--- src/rtl/uart_pkg.sv ---
// uart_pkg: types and constants shared by the UART receive and transmit engines.
package uart_pkg;

   localparam int UART_DATA_BITS = 8;

   // Frame engine states; PARITY is only reachable when parity is built in.
   typedef enum logic [2:0] {
      IDLE   = 3'd0,
      START  = 3'd1,
      DATA   = 3'd2,
      PARITY = 3'd3,
      STOP   = 3'd4
   } uart_rx_state_t;

   // Even parity over a data byte: the parity bit that makes the total count of ones even.
   function automatic logic even_parity(input logic [UART_DATA_BITS-1:0] d);
      return ^d;
   endfunction

endpackage

--- src/rtl/uart_sync2.sv ---
// uart_sync2: two-flop synchronizer for an asynchronous single-bit input.
// RST_VAL sets the level both flops take during reset, so an idle-high line
// does not look like an edge coming out of reset.
module uart_sync2 #(
   parameter logic RST_VAL = 1'b0
) (
   input  logic clk_i,
   input  logic rst_i,
   input  logic d_i,
   output logic q_o
);

   logic meta_q;
   logic sync_q;

   // Two back-to-back flops; only sync_q is used downstream.
   always_ff @(posedge clk_i or posedge rst_i) begin
      if (rst_i) begin
         meta_q <= RST_VAL;
         sync_q <= RST_VAL;
      end else begin
         meta_q <= d_i;
         sync_q <= meta_q;
      end
   end

   assign q_o = sync_q;

endmodule

--- src/rtl/uart_rx_frame.sv ---
// uart_rx_frame: UART receive engine, mid-bit sampling with a fixed divisor.
// Default build receives 8N1 frames. Defining UART_RX_PARITY_EN adds an
// even-parity bit after the data (8E1); a parity mismatch is reported on err_o.
// Handshake: done_o is a one-cycle strobe with no back-pressure; data_out_o and
// err_o are valid in the cycle done_o is high, data_out_o then holds.
module uart_rx_frame
   import uart_pkg::*;
#(
   parameter int CLKS_PER_BIT = 434
) (
   input  logic                      clk_i,
   input  logic                      rst_i,
   input  logic                      rx_en_i,
   input  logic                      data_in_i,
   output logic [UART_DATA_BITS-1:0] data_out_o,
   output logic                      done_o,
   output logic                      err_o,
   output logic                      busy_o,
   output uart_rx_state_t            state_o
);

   localparam int CNT_W = $clog2(CLKS_PER_BIT);
   localparam logic [CNT_W-1:0] HALF_M1 = CNT_W'(CLKS_PER_BIT / 2 - 1);
   localparam logic [CNT_W-1:0] FULL_M1 = CNT_W'(CLKS_PER_BIT - 1);

   logic                      rx_s;
   uart_rx_state_t            state_q;
   logic [CNT_W-1:0]          cnt_q;
   logic [2:0]                bit_q;
   logic [UART_DATA_BITS-1:0] shift_q;
   logic [UART_DATA_BITS-1:0] shift_d;
   logic [UART_DATA_BITS-1:0] data_q;
   logic                      done_q;
   logic                      err_q;
   logic                      armed_q;
   logic                      frame_err_d;
`ifdef UART_RX_PARITY_EN
   logic                      par_err_q;
   logic                      par_err_d;
`endif

   uart_sync2 #(
      .RST_VAL (1'b1)
   ) u_sync (
      .clk_i (clk_i),
      .rst_i (rst_i),
      .d_i   (data_in_i),
      .q_o   (rx_s)
   );

   // Next shift value (LSB first on the wire) and per-sample error terms.
   always_comb begin
      shift_d     = {rx_s, shift_q[UART_DATA_BITS-1:1]};
      frame_err_d = ~rx_s;
`ifdef UART_RX_PARITY_EN
      par_err_d   = rx_s ^ even_parity(shift_q);
`endif
   end

   // Frame FSM with its counters, shift register and registered outputs.
   always_ff @(posedge clk_i or posedge rst_i) begin
      if (rst_i) begin
         state_q   <= IDLE;
         cnt_q     <= '0;
         bit_q     <= '0;
         shift_q   <= '0;
         data_q    <= '0;
         done_q    <= 1'b0;
         err_q     <= 1'b0;
         armed_q   <= 1'b1;
`ifdef UART_RX_PARITY_EN
         par_err_q <= 1'b0;
`endif
      end else begin
         done_q <= 1'b0;
         err_q  <= 1'b0;
         // A high line re-arms start detection after a break.
         if (rx_s) armed_q <= 1'b1;
         if (!rx_en_i) begin
            state_q <= IDLE;
         end else begin
            case (state_q)
               IDLE: begin
                  if (!rx_s && armed_q) begin
                     state_q <= START;
                     cnt_q   <= '0;
                     bit_q   <= '0;
                  end
               end
               START: begin
                  if (cnt_q == HALF_M1) begin
                     cnt_q   <= '0;
                     // Line back high at mid start bit means a glitch.
                     state_q <= rx_s ? IDLE : DATA;
                  end else begin
                     cnt_q <= cnt_q + CNT_W'(1);
                  end
               end
               DATA: begin
                  if (cnt_q == FULL_M1) begin
                     cnt_q   <= '0;
                     shift_q <= shift_d;
                     bit_q   <= bit_q + 3'd1;
                     if (bit_q == 3'd7) begin
`ifdef UART_RX_PARITY_EN
                        state_q <= PARITY;
`else
                        state_q <= STOP;
`endif
                     end
                  end else begin
                     cnt_q <= cnt_q + CNT_W'(1);
                  end
               end
`ifdef UART_RX_PARITY_EN
               PARITY: begin
                  if (cnt_q == FULL_M1) begin
                     cnt_q     <= '0;
                     par_err_q <= par_err_d;
                     state_q   <= STOP;
                  end else begin
                     cnt_q <= cnt_q + CNT_W'(1);
                  end
               end
`endif
               STOP: begin
                  if (cnt_q == FULL_M1) begin
                     cnt_q   <= '0;
                     data_q  <= shift_q;
                     done_q  <= 1'b1;
`ifdef UART_RX_PARITY_EN
                     err_q   <= frame_err_d | par_err_q;
`else
                     err_q   <= frame_err_d;
`endif
                     // A low stop bit may be a break; wait for the line to go high.
                     armed_q <= rx_s;
                     state_q <= IDLE;
                  end else begin
                     cnt_q <= cnt_q + CNT_W'(1);
                  end
               end
               default: state_q <= IDLE;
            endcase
         end
      end
   end

   assign data_out_o = data_q;
   assign done_o     = done_q;
   assign err_o      = err_q;
   assign busy_o     = (state_q != IDLE);
   assign state_o    = state_q;

endmodule

--- config.mk ---
export PLATFORM = sky130hd
export DESIGN_NAME = uart_rx_frame
export DESIGN_NICKNAME = d
export VERILOG_FILES = /design/src/rtl/uart_pkg.sv /design/src/rtl/uart_sync2.sv /design/src/rtl/uart_rx_frame.sv
export SDC_FILE = /design/constraint.sdc
export NUM_CORES = 1
export LEC_CHECK = 0
export ABC_CLOCK_PERIOD_IN_PS = 2300
export CORE_ASPECT_RATIO = 2
export CORE_UTILIZATION = 51
export CTS_CLUSTER_SIZE = 8
export DETAILED_ROUTE_END_ITERATION = 7
export GPL_TIMING_DRIVEN = 0
export HOLD_SLACK_MARGIN = 0.03
export PLACE_DENSITY_LB_ADDON = 0.25
export SLEW_MARGIN = 20
export SYNTH_ARGS = -nofsm -noshare
export SYNTH_HDL_FRONTEND = slang
export SYNTH_HIERARCHICAL = 1
export SYNTH_SLANG_ARGS = --single-unit
--- constraint.sdc ---
create_clock -name clk_i -period 2.3 [get_ports clk_i]
set_input_delay 0.23 -clock clk_i [delete_from_list [all_inputs] [get_ports clk_i]]
set_output_delay 0.23 -clock clk_i [all_outputs]
set_load 0.1 [all_outputs]
==> results_dict.tcl, run 1 <==
set metrics [dict create \
    start_util 0.534 \
    grt_max_degree 35 \
    worst_pin_slew_ns 0.972 \
    intPower_mw 1.01 \
    cts.sinks 36 \
    placed_area_sq_mm 0.00192 \
    syn2layout_area_growth_pct 19.0 \
    r2r_end "cnt_q[0]" \
    cts_tree "done" \
    utilization 0.636 \
    drc 0 \
    comb_power_share 0.098 \
    via_count 1187 \
    synth_edf_count 0 \
    portBuffers 17 \
    die_area_sq_mm 0.00360 \
    finalHoldViolCount 0 \
    crit_fanout 9 \
    fin_setup_tns_ns 0 \
    synth_area_per_cell_sq_um 11.7 \
    fin_skew_ns 0.00619 \
    finalMaxSlewViolations 0 \
    clk_pin_slew_ns 0.07 \
    p_clk_frac 0.408 \
    final_common_cell "dfrtp_1" \
    slew_headroom 0.350 \
    synth_top_area_frac 0.484 \
    synth_area_leaders "dfrtp_1 (48%), mux2_2 (12%), dfstp_2 (4.6%)" \
    ys_seq_area_frac 0.530 \
    grt_pass1_vias 1232 \
    swShare 0.241 \
    fmax_mhz 471 \
    h-tree-depth 2 \
    final_layout_size_suffix_gt1_frac 0.251 \
    leakage_nw 0.949 \
    critPathArrivalTime_ns 2.29 \
    synth-main-ff-cell "dfrtp_1" \
    syn_area_sq_mm 0.00171 \
    insertion_delay_ns 0.29 \
    num_antenna_cells 0 \
    hold_buffers 0 \
    crit_type "reg2reg" \
    synth_warnings 6 \
    io_pins 18 \
    status "completed" \
    crit_required_ns 2.47 \
    p_sw_mw 0.320 \
    num-fill-cells 261 \
    worst_setup_path_end_kind "flop" \
    power_density_mw_per_mm2 654 \
    layout_common_cells "dfrtp_1 (30), mux2_2 (18), clkdlybuf4s50_1 (16)" \
    multi_input_area_sq_um 776 \
    cts_root_buf "clkbuf_8" \
    wl_um 3190 \
    core_sq_mm 0.00319 \
    grt_pass1_wl_um 5460 \
    gp_congestion 0.776 \
    seqPwrFrac 0.494 \
    ant_nets 0 \
    hpwl_um 2410 \
    yosys_register_bits 36 \
    maxCapViolations 0 \
    final_net_count 179 \
    layout_min_cycle_time_ns 2.12 \
    r2r_cells 7 \
    fin_crit_sh 0.924 \
    dr.pass1.iters 4 \
    p_total_mw 1.33 \
    synth_async_sr_flop_share 1.00 \
    crit_chain "inv_1 > ha_1 > nand2_1 > or4b_4 > o2bb2ai_2 > nor2b_4 > mux2_4" \
    rsz0062_at_grt "false" \
    antenna_found_initial 0 \
    rows 29 \
    synth_nets 155 \
    cp_slowest_stage_delay_ns 0.54 \
    critPathLaunchType "flop" \
    yosysTopAreaCell "dfrtp_1" \
    die_x_um 42.9 \
    dieHeight_um 83.8 \
    ys_types 34 \
    stdcell_area_sq_mm 0.00203 \
    cts.path.max_buffers 2 \
    gr-usage-all-layers 0.202 \
    dr.first_iter.drc_count 27 \
    syn_inst 146 \
    routed_via_density 5.88 \
    hold_path_class "in2async" \
    overflow 0 \
    regArea_sq_um 908 \
    cts_buffers 5 \
    r2r_start "cnt_q[1]" \
    routedWlPerCell_um 15.8 \
    ff2ff_setup_slack_ns 0.18 \
    peakVddDrop_v 0.000507 \
    finalSetupViolCount 0 \
    post_cts_buffers 0 \
    crit_slowest_cell "or4b_4" \
    cp-startpoint "cnt_q[1]" \
]
[critical path, delay by kind of cell, from the launching register on]
kind | cells | cell delay, ns
mux | 1 | 0.26
compound gates | 1 | 0.22
simple gates | 3 | 0.84
fa+ha+maj | 1 | 0.15
flops | 1 | 0.43
buf+inv | 1 | 0.10
[through the flow]
step / setup slack, ns / cells / hold WS (ns)
2_1_floorplan: 0.0155 / 146 / 0.142
3_3_place_gp: 0.138 / 194 / 0.349
3_5_place_dp: 0.0873 / 194 / 0.348
4_1_cts: 0.0501 / 202 / 0.312
5_1_grt: 0.0218 / 202 / 0.333
6_report: 0.176 / 202 / 0.312
[cell usage after synthesis (all sizes together) (2+ instances only)]
| library cell | count |
|---|---|
| nand2b | 6 |
| ha | 5 |
| a21o | 8 |
| mux2 | 20 |
| inv | 5 |
| nand2 | 12 |
| o21ai | 4 |
| dfstp | 3 |
| a21oi | 2 |
| a22o | 7 |
| nand3 | 5 |
| dfrtp | 33 |
| clkbuf | 2 |
| nor4 | 3 |
| nor3b | 3 |
| nor3 | 3 |
| nor2 | 12 |
[metal layers]
metal / global-route usage / vias to the layer above / routed length [um] / part of all wire
met1: 0.198 / 593 / 1190 / 0.37
met5: 0 / - / 0 / 0
met3: 0.0476 / 9 / 71 / 0.022
met2: 0.373 / 18 / 1840 / 0.58
li1: - / 567 / - / -
met4: 0.0966 / 0 / 89 / 0.028
[registers in the layout, summed over array words and instances (netlist names)]
register	count
armed_q	1
shift_q	8
data_out_o	8
u_sync/meta_q	1
bit_q	3
cnt_q	9
u_sync/q_o	1
state_o	3
done_o	1
err_o	1
[worst max-delay path by stage]
stage | to | slack, ns | cells after the start
after floorplan | cnt_q[2] | 0.02 | 7
after global placement | busy_o | 0.14 | 3
final | cnt_q[0] | 0.18 | 7
after CTS | busy_o | 0.05 | 3
after detailed placement | busy_o | 0.09 | 3
after global routing | data_out_o[2] | 0.02 | 6
[repair_timing]
action,CTS,global route
cloned,0,0
gates resized for setup,1,2
endpoints found under the setup margin,1,1
[cells by family (layout without fill, tap and decap cells)]
| group | Yosys count | after routing | share of synthesized area |
|---|---|---|---|
| simple gates | 53 | 53 | 0.173 |
| flops | 36 | 36 | 0.530 |
| compound gates | 24 | 24 | 0.108 |
| mux | 20 | 20 | 0.134 |
| buf+inv | 8 | 33 | 0.0183 |
| fa+ha+maj | 5 | 5 | 0.0367 |
[layout make-up]
type,instances,area share
Tap cell,31,0.0191
Clock buffer,5,0.0339
Sequential cell,36,0.447
Inverter,5,0.00924
Multi-Input combinational cell,102,0.382
Buffer,3,0.00616
Clock inverter,3,0.0209
Timing Repair Buffer,17,0.0813
[power by group through the flow]
| stage | Combinational, mW | Sequential (mW) | Clock, mW |
|---|---|---|---|
| floorplan | 0.0864 | 0.680 | 0 |
| global placement | 0.128 | 0.667 | 0 |
| detailed placement | 0.133 | 0.668 | 0 |
| CTS | 0.132 | 0.656 | 0.560 |
| global route | 0.142 | 0.657 | 0.583 |
| finish | 0.130 | 0.656 | 0.541 |
(Power assumes the default switching activity.)
==> run 2: changes to the inputs <==
--- a/config.mk
+++ b/config.mk
@@ -6,7 +6,6 @@
 export NUM_CORES = 1
 export LEC_CHECK = 0
 export ABC_CLOCK_PERIOD_IN_PS = 2300
-export CORE_ASPECT_RATIO = 2
 export CORE_UTILIZATION = 51
 export CTS_CLUSTER_SIZE = 8
 export DETAILED_ROUTE_END_ITERATION = 7
==> run 2 against run 1 <==
- fmax shrank 2.3%
- sequential share of layout area grew 0.59 points
- cell area shrank 1.3%
- worst hold slack lost 0.044 ns
- setup slack lost 0.050 ns
- die area shrank 0.40%
- sequential cell count is the same
- register-to-register slack gained 0.02 ns
- combinational power is essentially flat
- clock skew shrank 0.0020 ns
- largest power group unchanged
==> results_dict.tcl, run 2 (synthesized netlist as in run 1, its figures left out) <==
set metrics [dict create \
    routedWlPerCell_um 14.8 \
    ff2ff_setup_slack_ns 0.20 \
    worst_setup_path_end_kind "primary output" \
    grt_max_degree 35 \
    swShare 0.271 \
    power_density_mw_per_mm2 573 \
    num_antenna_cells 0 \
    final_net_count 179 \
    fmax_mhz 460 \
    start_util 0.550 \
    status "completed" \
    maxCapViolations 0 \
    num-fill-cells 285 \
    dr.pass1.iters 4 \
    rows 20 \
    cp_slowest_stage_delay_ns 1.15 \
    hpwl_um 2230 \
    rsz0062_at_grt "false" \
    leakage_nw 0.926 \
    post_cts_buffers 0 \
    ant_nets 0 \
    die_area_sq_mm 0.00358 \
    fin_setup_tns_ns 0 \
    cp_num_buf_inv 1 \
    stdcell_area_sq_mm 0.00200 \
    crit_family "buffers and inverters" \
    p_total_mw 1.15 \
    drc 0 \
    grt_pass1_vias 1230 \
    comb_power_share 0.115 \
    fin_skew_ns 0.00420 \
    cts.path.max_buffers 2 \
    seqPwrFrac 0.570 \
    crit_chain "clkdlybuf4s50_1" \
    regMostFlops "cnt_q" \
    die_x_um 59.8 \
    portBuffers 17 \
    crit_required_ns 2.07 \
    fin_crit_sh 0.945 \
    finalMaxSlewViolations 0 \
    slew_headroom 0.350 \
    overflow 0 \
    p_clk_frac 0.315 \
    critPathArrivalTime_ns 1.94 \
    p_sw_mw 0.312 \
    via_count 1179 \
    insertion_delay_ns 0.34 \
    dieHeight_um 59.8 \
    final_common_cell "dfrtp_1" \
    dr.first_iter.drc_count 33 \
    critPathLaunchType "flop" \
    placed_area_sq_mm 0.00194 \
    routed_via_density 5.48 \
    peakVddDrop_v 0.000326 \
    syn2layout_area_growth_pct 17.4 \
    gp_congestion 0.834 \
    h-tree-depth 2 \
    wl_um 3190 \
    gr-usage-all-layers 0.213 \
    largest_reg_flops 9 \
    worst_pin_slew_ns 0.972 \
    hold_buffers 0 \
    crit_type "reg2out" \
    io_pins 18 \
    hold_path_class "in2async" \
    layout_min_cycle_time_ns 2.17 \
    finalSetupViolCount 0 \
    antenna_found_initial 0 \
    finalHoldViolCount 0 \
    layout_common_cells "dfrtp_1 (30), mux2_2 (18), clkdlybuf4s50_1 (16)" \
    core_sq_mm 0.00310 \
    intPower_mw 0.837 \
    clk_pin_slew_ns 0.11 \
    crit_slowest_cell "clkdlybuf4s50_1" \
    final_layout_size_suffix_gt1_frac 0.246 \
    cts_tree "done" \
    crit_fanout 8 \
    grt_pass1_wl_um 5570 \
    cts.sinks 36 \
    cts_root_buf "clkbuf_4" \
    cts_buffers 5 \
]
## run 2: changes by cell type in the layout (fill, tap and decap cells not counted), sizes merged
cell and delta:
bufinv -1, clkbuf +1, clkdlybuf4s15 +1, clkinv -1
## run 2: worst register-to-register path: cells and delay by family, from the launching register on
kind,cells,cell delay [ns]
and+or+nand+nor,3,0.83
DFF,1,0.43
muxes,1,0.26
AOI/OAI and AO/OA,1,0.22
adders and majority gates,1,0.16
buffers and inverters,1,0.10
## run 2: area by class of cell
cell class	instances	area, sq um	share of cell area
timing repair buffer	17	171	0.0855
sequential	36	908	0.453
tap	44	55.1	0.0275
clock buffer	7	55.1	0.0275
multi-input combinational	102	776	0.387
buffer	3	12.5	0.00624
inverter	5	18.8	0.00936
clock inverter	1	7.51	0.00375
## run 2: worst paths after layout
kind | end | startpoint | depth (start not counted)
max | state_o[2] | state_o[2] | 1
max reg2reg | cnt_q[0] | cnt_q[1] | 7
min | u_sync/meta_q | rst_i | 2
min reg2reg | u_sync/q_o | u_sync/meta_q | 0
max in group asynchronous | state_o[1] | rst_i | 2
min in group clk_i | u_sync/meta_q | data_in_i | 1
## run 2: metrics by stage
stage                util  hold WS (ns)  worst slack [ns]  instances
floorplan               -         0.142            0.0155        146
global placement    0.625         0.347             0.124        207
detailed placement  0.625         0.354            0.0734        207
finish              0.646         0.268             0.126        215
CTS                 0.646         0.269             0.120        215
global route        0.646         0.277            0.0372        215
## run 2: routing by layer
| layer | wire length, um | global-route usage | vias to the layer above |
|---|---|---|---|
| met5 | 0 | 0 | - |
| met4 | 33 | 0.0631 | 0 |
| met3 | 132 | 0.0693 | 5 |
| met2 | 1610 | 0.360 | 25 |
| met1 | 1410 | 0.259 | 578 |
| li1 | - | - | 571 |
## run 2: what timing repair did
action	in CTS	in global routing
resized for setup	3	0
endpoints found under the hold margin	0	0
endpoints found under the setup margin	1	0
## run 2: power groups by stage
stage | Clock, mW | Sequential [mW] | Combinational [mW]
2_1_floorplan | 0 | 0.680 | 0.0864
3_3_place_gp | 0 | 0.667 | 0.129
3_5_place_dp | 0 | 0.667 | 0.134
4_1_cts | 0.367 | 0.655 | 0.134
5_1_grt | 0.393 | 0.657 | 0.146
6_report | 0.362 | 0.655 | 0.132
==> run 3: changes to the inputs <==
--- a/config.mk
+++ b/config.mk
@@ -11,7 +11,7 @@
 export DETAILED_ROUTE_END_ITERATION = 7
 export GPL_TIMING_DRIVEN = 0
 export HOLD_SLACK_MARGIN = 0.03
-export PLACE_DENSITY_LB_ADDON = 0.25
+export PLACE_DENSITY = 0.73
 export SLEW_MARGIN = 20
 export SYNTH_ARGS = -nofsm -noshare
 export SYNTH_HDL_FRONTEND = slang
==> run 3 against run 2 <==
- setup slack worse by 0.017 ns
- first-iteration DRC count up 36%
- non-clock buffer count is the same
- via count rose by 1.8%
- global-route usage barely moved
- register-to-register slack about the same
- fmax fell by 0.78%
- sequential power about the same
- critical endpoint unchanged
- largest cell class unchanged
- largest power group unchanged
==> results_dict.tcl, run 3 (synthesized netlist as in run 1, its figures left out) <==
set metrics [dict create \
    fmax_mhz 456 \
    cts.sinks 36 \
    grt_max_degree 35 \
    top_layer "met4" \
    crit_required_ns 2.07 \
    hpwl_um 2260 \
    cp_num_buf_inv 1 \
    start_util 0.550 \
    crit_slowest_cell "clkdlybuf4s50_1" \
    rows 20 \
    ant_nets 0 \
    final_net_count 179 \
    power_density_mw_per_mm2 571 \
    hold_path_class "in2async" \
    grt_pass1_vias 1210 \
    met3_length_um 144 \
    cts_root_buf "clkbuf_4" \
    wl_um 3140 \
    regMostFlops "cnt_q" \
    final_layout_size_suffix_gt1_frac 0.246 \
    die_area_sq_mm 0.00358 \
    num_antenna_cells 0 \
    finalHoldViolCount 0 \
    gp_congestion 0.820 \
    preCtsSetupSlack_ns 0.0965 \
    overflow 0 \
    critPathLaunchType "flop" \
    status "completed" \
    rsz0062_at_grt "false" \
    finalSetupViolCount 0 \
    cts_buffers 5 \
    syn2layout_area_growth_pct 17.4 \
    finalMaxSlewViolations 0 \
    wl_met2_um 1590 \
    portBuffers 17 \
    dieHeight_um 59.8 \
    cts_tree "done" \
    final_common_cell "dfrtp_1" \
    leakage_nw 0.926 \
    critPathArrivalTime_ns 1.96 \
    dr.first_iter.drc_count 45 \
    crit_fanout 8 \
    crit_chain "clkdlybuf4s50_1" \
    dr.pass1.iters 5 \
    fin_skew_ns 0.0104 \
    grt_pass1_wl_um 5450 \
    cp_slowest_stage_delay_ns 1.16 \
    core_sq_mm 0.00310 \
    largest_reg_flops 9 \
    via_count 1200 \
    fin_crit_sh 0.953 \
    antenna_found_initial 0 \
    routed_via_density 5.58 \
    routedWlPerCell_um 14.6 \
    insertion_delay_ns 0.34 \
    h-tree-depth 2 \
    io_pins 18 \
    maxCapViolations 0 \
    layout_min_cycle_time_ns 2.19 \
    clk_pin_slew_ns 0.11 \
    peakVddDrop_v 0.000367 \
    fin_setup_tns_ns 0 \
    cts.path.max_buffers 2 \
    gr-usage-all-layers 0.213 \
    die_x_um 59.8 \
    layout_common_cells "dfrtp_1 (30), mux2_2 (18), clkdlybuf4s50_1 (16)" \
    worst_pin_slew_ns 0.971 \
    drc 0 \
    crit_family "buffers and inverters" \
    crit_type "reg2out" \
    wl_met1_um 1350 \
    slew_headroom 0.351 \
    setup_slack_ns 0.109 \
    worst_setup_path_end_kind "primary output" \
]
run 3: cell type report:
cell class | instances | area, sq um
repair buffers | 17 | 171
multi-input cells | 102 | 776
flip-flops and latches | 36 | 908
plain buffers | 3 | 12.5
clock buffers | 7 | 55.1
fillers | 255 | 1100
inverters | 5 | 18.8
well taps | 44 | 55.1
clock inverters | 1 | 7.51
run 3: worst paths after layout:
kind | start | endpoint | slack [ns] | cells past startpoint
worst max-delay path | state_o[2] | state_o[2] | 0.11 | 1
worst min-delay path | rst_i | u_sync/q_o | 0.25 | 2
worst max register to register | cnt_q[1] | cnt_q[0] | 0.20 | 7
worst min register to register | u_sync/meta_q | u_sync/q_o | 0.36 | 0
max in group asynchronous | rst_i | state_o[1] | 1.48 | 2
min in group clk_i | data_in_i | u_sync/meta_q | 0.29 | 1
run 3: stage by stage:
step,instances,utilization,power (mW),hold WS [ns],cell area (sq um)
finish,215,0.646,1.14,0.250,2000
global route,215,0.646,1.21,0.258,2000
global placement,207,0.625,0.795,0.348,1940
CTS,215,0.646,1.16,0.246,2000
floorplan,146,-,0.766,0.142,1720
detailed placement,207,0.625,0.802,0.349,1940
run 3: routing by layer:
metal | up-vias | track usage
li1 | 567 | -
met1 | 591 | 0.246
met2 | 38 | 0.359
met3 | 4 | 0.0671
met4 | 0 | 0.0963
met5 | - | 0
run 3: where the power goes:
group          switching, mW  internal [mW]  total (mW)
registers             0.0103          0.645       0.655
logic                 0.0885         0.0435       0.132
clock network          0.208          0.150       0.358
run 3: repair_timing:
| action | in CTS | in global routing |
|---|---|---|
| buffers inserted | 0 | 0 |
| setup endpoints to repair | 1 | 0 |
| hold buffers | 0 | 0 |
| resized for setup | 3 | 0 |
